### src/rtl/rhd_spi_responder.sv
// RHD2000 SPI slave model: synchronizes CS/SCLK/MOSI, decodes 16-bit commands,
// holds the register file and answers on MISO with the two-frame pipeline latency.
module rhd_spi_responder #(
    parameter int NUM_AMPS = 32,
    parameter int CHIP_ID  = 1
) (
    input  logic        aclk,
    input  logic        areset,
    input  logic        CS,
    input  logic        SCLK,
    input  logic        MOSI,
    output logic        MISO,
    output logic        cmd_valid,
    output logic [15:0] cmd_word,
    output logic        frame_err
);

    localparam logic [1:0] ST_IDLE  = 2'd0;
    localparam logic [1:0] ST_SHIFT = 2'd1;
    localparam logic [1:0] ST_DONE  = 2'd2;

    localparam int         AMP_LIM_I  = (NUM_AMPS > 64) ? 64 : NUM_AMPS;
    localparam logic [6:0] AMP_LIMIT  = 7'(AMP_LIM_I);
    localparam logic [7:0] NUM_AMPS_B = 8'(NUM_AMPS);
    localparam logic [7:0] CHIP_ID_B  = 8'(CHIP_ID);

    logic [2:0]  cs_sync;
    logic [2:0]  sclk_sync;
    logic [1:0]  mosi_sync;
    logic        cs_fall;
    logic        cs_rise;
    logic        sclk_rise;
    logic        sclk_fall;
    logic        mosi_s;

    logic [1:0]  state;
    logic [15:0] rx;
    logic [4:0]  bitcnt;
    logic [15:0] tx;
    logic [15:0] out_next;
    logic [15:0] pipe;
    logic [9:0]  frame_cnt;
    logic [7:0]  regs [0:17];

    logic [1:0]  op;
    logic [5:0]  addr;
    logic [7:0]  data;
    logic [7:0]  reg_rd;
    logic [15:0] result;
    logic        do_write;
    logic        cnt_inc;
    logic        frame_ok;

    // CS flops reset low so a frame already in progress at reset release
    // produces no falling edge and is ignored until CS rises and falls again.
    always_ff @(posedge aclk) begin
        if (areset) begin
            cs_sync   <= '0;
            sclk_sync <= '0;
            mosi_sync <= '0;
        end else begin
            cs_sync   <= {cs_sync[1:0], CS};
            sclk_sync <= {sclk_sync[1:0], SCLK};
            mosi_sync <= {mosi_sync[0], MOSI};
        end
    end

    assign cs_fall   =  cs_sync[2]   & ~cs_sync[1];
    assign cs_rise   = ~cs_sync[2]   &  cs_sync[1];
    assign sclk_rise = ~sclk_sync[2] &  sclk_sync[1];
    assign sclk_fall =  sclk_sync[2] & ~sclk_sync[1];
    assign mosi_s    =  mosi_sync[1];

    assign op       = rx[15:14];
    assign addr     = rx[13:8];
    assign data     = rx[7:0];
    assign frame_ok = (bitcnt == 5'd16);

    always_comb begin
        reg_rd = 8'h00;
        if (addr <= 6'd17) begin
            reg_rd = regs[addr[4:0]];
        end else begin
            case (addr)
                6'd40:   reg_rd = 8'h49;
                6'd41:   reg_rd = 8'h4E;
                6'd42:   reg_rd = 8'h54;
                6'd43:   reg_rd = 8'h41;
                6'd44:   reg_rd = 8'h4E;
                6'd62:   reg_rd = NUM_AMPS_B;
                6'd63:   reg_rd = CHIP_ID_B;
                default: reg_rd = 8'h00;
            endcase
        end
    end

    // The result uses frame_cnt before the channel-0 increment takes effect.
    always_comb begin
        result   = 16'h0000;
        do_write = 1'b0;
        cnt_inc  = 1'b0;
        case (op)
            2'b00: begin
                if ({1'b0, addr} < AMP_LIMIT) begin
                    result = {addr, frame_cnt};
                end
                cnt_inc = (addr == 6'd0);
            end
            2'b01: begin
                result = 16'h0000;
            end
            2'b10: begin
                result   = {8'hFF, data};
                do_write = (addr <= 6'd17);
            end
            default: begin
                result = {8'h00, reg_rd};
            end
        endcase
    end

    always_ff @(posedge aclk) begin
        if (areset) begin
            state     <= ST_IDLE;
            rx        <= '0;
            bitcnt    <= '0;
            tx        <= '0;
            out_next  <= '0;
            pipe      <= '0;
            frame_cnt <= '0;
            cmd_valid <= 1'b0;
            cmd_word  <= '0;
            frame_err <= 1'b0;
        end else begin
            cmd_valid <= 1'b0;
            case (state)
                ST_IDLE: begin
                    if (cs_fall) begin
                        state  <= ST_SHIFT;
                        tx     <= out_next;
                        rx     <= '0;
                        bitcnt <= '0;
                    end
                end
                ST_SHIFT: begin
                    // A CS rise takes priority over any SCLK edge in the same cycle.
                    if (cs_rise) begin
                        state <= ST_DONE;
                    end else begin
                        if (sclk_rise) begin
                            rx <= {rx[14:0], mosi_s};
                            if (bitcnt != 5'd31) begin
                                bitcnt <= bitcnt + 5'd1;
                            end
                        end
                        if (sclk_fall) begin
                            tx <= {tx[14:0], 1'b0};
                        end
                    end
                end
                ST_DONE: begin
                    state <= ST_IDLE;
                    if (frame_ok) begin
                        out_next  <= pipe;
                        pipe      <= result;
                        cmd_valid <= 1'b1;
                        cmd_word  <= rx;
                        if (cnt_inc) begin
                            frame_cnt <= frame_cnt + 10'd1;
                        end
                    end else begin
                        frame_err <= 1'b1;
                    end
                end
                default: begin
                    state <= ST_IDLE;
                end
            endcase
        end
    end

    always_ff @(posedge aclk) begin
        if (areset) begin
            for (int i = 0; i < 18; i++) begin
                regs[i] <= 8'h00;
            end
        end else if (state == ST_DONE && frame_ok && do_write) begin
            regs[addr[4:0]] <= data;
        end
    end

    assign MISO = (state == ST_SHIFT) & tx[15];

endmodule

### config.mk
export PLATFORM = sky130hd
export DESIGN_NAME = rhd_spi_responder
export DESIGN_NICKNAME = d
export VERILOG_FILES = /design/src/rtl/rhd_spi_responder.sv
export SDC_FILE = /design/constraint.sdc
export NUM_CORES = 1
export LEC_CHECK = 0
export CORE_ASPECT_RATIO = 0.75
export CORE_UTILIZATION = 56
export DETAILED_ROUTE_END_ITERATION = 7
export PLACE_DENSITY = 0.84
export SLEW_MARGIN = 20
export SYNTH_ARGS = -nofsm -noshare
export SYNTH_HDL_FRONTEND = slang
export SYNTH_SLANG_ARGS = --single-unit
### constraint.sdc
create_clock -name aclk -period 3.1 [get_ports aclk]
set_input_delay 0.775 -clock aclk [delete_from_list [all_inputs] [get_ports aclk]]
set_output_delay 0.775 -clock aclk [all_outputs]
set_load 0.05 [all_outputs]
==> metrics.yaml <==
status: "completed"
routed_wl_mm: 36.1
setup_viol: 0
grt_pass1_vias: 9871
ir_worst_vdd_mv: 0.454
fp.dieArea_um2: 28500
ys.flop_type: "edfxtp_1"
grt_util_all_layers_pct: 26.0
fill_cells: 1879
ys_seq_area_share_pct: 63.7
p_per_area_nw_per_um2: 560
syn-cell-area_um2: 15600
dp_hpwl_mm: 23.9
io_pins: 24
finClkSkew_ns: 0.0203
cp.arrival_ns: 2.23
cts_tree: "yes"
clk_pin_slew_ns: 0.06
drv_slew: 0
cp_data_required_time_ns: 2.32
ant_nets: 0
worst_path_max_delay_cell: "clkdlybuf4s50_1"
area_delta_synth_final_pct: 14.3
endpoint_kind: "output port"
core_um2: 27100
cts_buffer_depth: 3
leakage_uw: 0.00617
maxSlewHeadroom_pct: 26.4
max_freq_ghz: 0.333
min_from: "mosi_sync[0]"
synthCells: 1227
final.setup.tns_ns: 0
wl_per_cell_um: 20.9
die_w_um: 195
start_util_pct: 57.4
worst_r2r_startpoint: "bitcnt[0]"
dp_slack_ns: 0.321
row_count: 52
hold_path.class: "reg2reg"
cts_root_buf: "clkbuf_16"
rsz0062_at_grt: "false"
port_buffers: 23
crit_chain: "inv_1 > nor2_2 > and2_1 > clkdlybuf4s50_1"
crit_fanout: 8
drt-initial-drc-count: 1376
critPathKind: "reg2out"
post_cts_buffers: 0
diodes: 0
worst_setup_path_start_kind: "flop"
clkSinkCount: 368
critPathLaunch: "state[0]"
fin_crit_sh_pct: 96.9
fin_nets: 1361
num_vias: 10200
finalHoldViolations: 0
synth_area_per_cell_um2: 12.7
async_flop_share_pct: 0
post-route-drc-count: 0
worst_pin_slew_ns: 1.08
cts-buffers-inserted: 35
cap_violations: 0
synth_warnings: 0
antenna_found_initial: 1
grt_overflow_total: 0
slowest_delay_ns: 0.82
hold_buffers: 0
regToRegSetupSlack_ns: 0.23
cts_resized: 0
synth-seq-cells: 368
cts_htree_levels: 2
first_pass_iters: 5
dieHeight_um: 146
fin_ws_ns: 0.0946
grt_max_degree: 59
drive_above_1_share_pct: 13.0
synth_edf_count: 256
synth_cell_types: 62
vias_per_cell: 5.93
fin_crit_ns: 3.01
clock_latency_ns: 0.53
grt_pass1_wl_mm: 55.9
gp_congestion: 0.910
==> final timing paths <==
| check | cells after the start | to |
|---|---|---|
| hold reg to reg | 1 | mosi_sync[1] |
| setup / recovery | 4 | MISO |
| hold / removal | 1 | mosi_sync[1] |
| setup reg to reg | 8 | regs[8][5] |
==> layer usage <==
metal	share of wire (%)	global-route usage, %	up-vias	wire (µm)
met5	0	0	-	0
met3	12	7.05	84	4480
met2	46	39.9	621	16500
met4	2.4	7.02	0	879
met1	40	36.7	4946	14300
li1	-	-	4591	-
==> through the flow <==
stage	cells	hold slack [ns]	cell area, µm²	util (%)	power (µW)
2_1_floorplan	1338	0.414	16000	-	5650
3_3_place_gp	1666	0.421	16700	61.4	5710
3_5_place_dp	1666	0.427	16700	61.4	5730
4_1_cts	1728	0.441	17800	65.6	9990
5_1_grt	1728	0.463	17800	65.6	10200
6_report	1728	0.438	17800	65.6	9980
==> cells in the final DEF, fill, tap and decap left out, drive strengths merged, types with 14 or more instances in the layout <==
cell | netlist | layout
edfxtp | 256 | 256
nor2 | 174 | 174
nand2 | 156 | 156
conb | 1 | 112
dfxtp | 112 | 112
a21oi | 61 | 61
mux4 | 60 | 60
and2 | 49 | 49
buf | 36 | 49
mux2i | 44 | 44
clkbuf | 58 | 41
clkdlybuf4s50 | 0 | 22
clkinv | 2 | 18
a311oi | 17 | 17
nor3 | 16 | 16
nor2b | 15 | 15
nand3 | 14 | 14
==> cell families after synthesis <==
kind of cell    after synthesis  share of synthesized area [%]
fa+ha+maj                     4                          0.321
mux                         108                           11.8
simple gates                487                           14.7
xor+xnor                     12                          0.675
buf+inv                     108                           2.90
flops                       368                           63.7
compound gates              139                           5.80
other cells                   1                         0.0241
==> worst max-delay path: cells and delay by family, from the launching register on <==
kind | cells | cell delay [ns]
buf+inv | 2 | 0.96
flops | 1 | 0.46
simple gates | 2 | 0.30
==> area by class of cell <==
type | count | area, µm² | share of cell area, %
clock buffers | 41 | 941 | 5.28
flip-flops and latches | 368 | 9940 | 55.8
inverters | 14 | 52.6 | 0.295
clock inverters | 21 | 214 | 1.20
multi-input cells | 862 | 5620 | 31.6
repair buffers | 71 | 601 | 3.37
well taps | 351 | 439 | 2.47
==> power breakdown <==
| part | switching, µW | internal, µW | leakage, µW | total, µW |
|---|---|---|---|---|
| registers | 49.3 | 5360 | 0.00354 | 5410 |
| clock network | 1760 | 2580 | 0.000563 | 4340 |
| logic | 150 | 72.9 | 0.00206 | 223 |
==> sequential cells by signal (all words and copies together) (netlist names), named ones only <==
signal,cells
regs,256
cmd_word,16
out_next,16
pipe,16
rx,16
tx,16
frame_cnt,10
bitcnt,5
cs_sync,3
sclk_sync,3
mosi_sync,2
state,2
cmd_valid,1
frame_err,1
==> synthesized netlist by cell type (all sizes together), types with 3 or more instances <==
cell / n / area (µm²)
edfxtp: 256 / 7690
nor2: 174 / 663
nand2: 156 / 588
dfxtp: 112 / 2240
a21oi: 61 / 309
mux4: 60 / 1350
clkbuf: 58 / 218
and2: 49 / 307
mux2i: 44 / 440
buf: 36 / 181
a311oi: 17 / 149
nor3: 16 / 95.1
nor2b: 15 / 93.8
nand3: 14 / 70.1
and3: 13 / 81.3
inv: 12 / 45.0
o21ai: 12 / 60.1
a22oi: 10 / 75.1
nand2b: 10 / 62.6
xor2: 10 / 87.6
o211ai: 7 / 52.6
or3: 7 / 48.8
o221ai: 6 / 52.6
nand4: 5 / 31.3
nor3b: 5 / 37.5
o22ai: 5 / 31.3
or2: 5 / 31.3
a211oi: 4 / 30.0
ha: 4 / 50.1
mux2: 4 / 45.0
nor4: 4 / 55.1
or4: 4 / 30.0
and3b: 3 / 26.3
nand3b: 3 / 22.5
(Power assumes the default switching activity.)
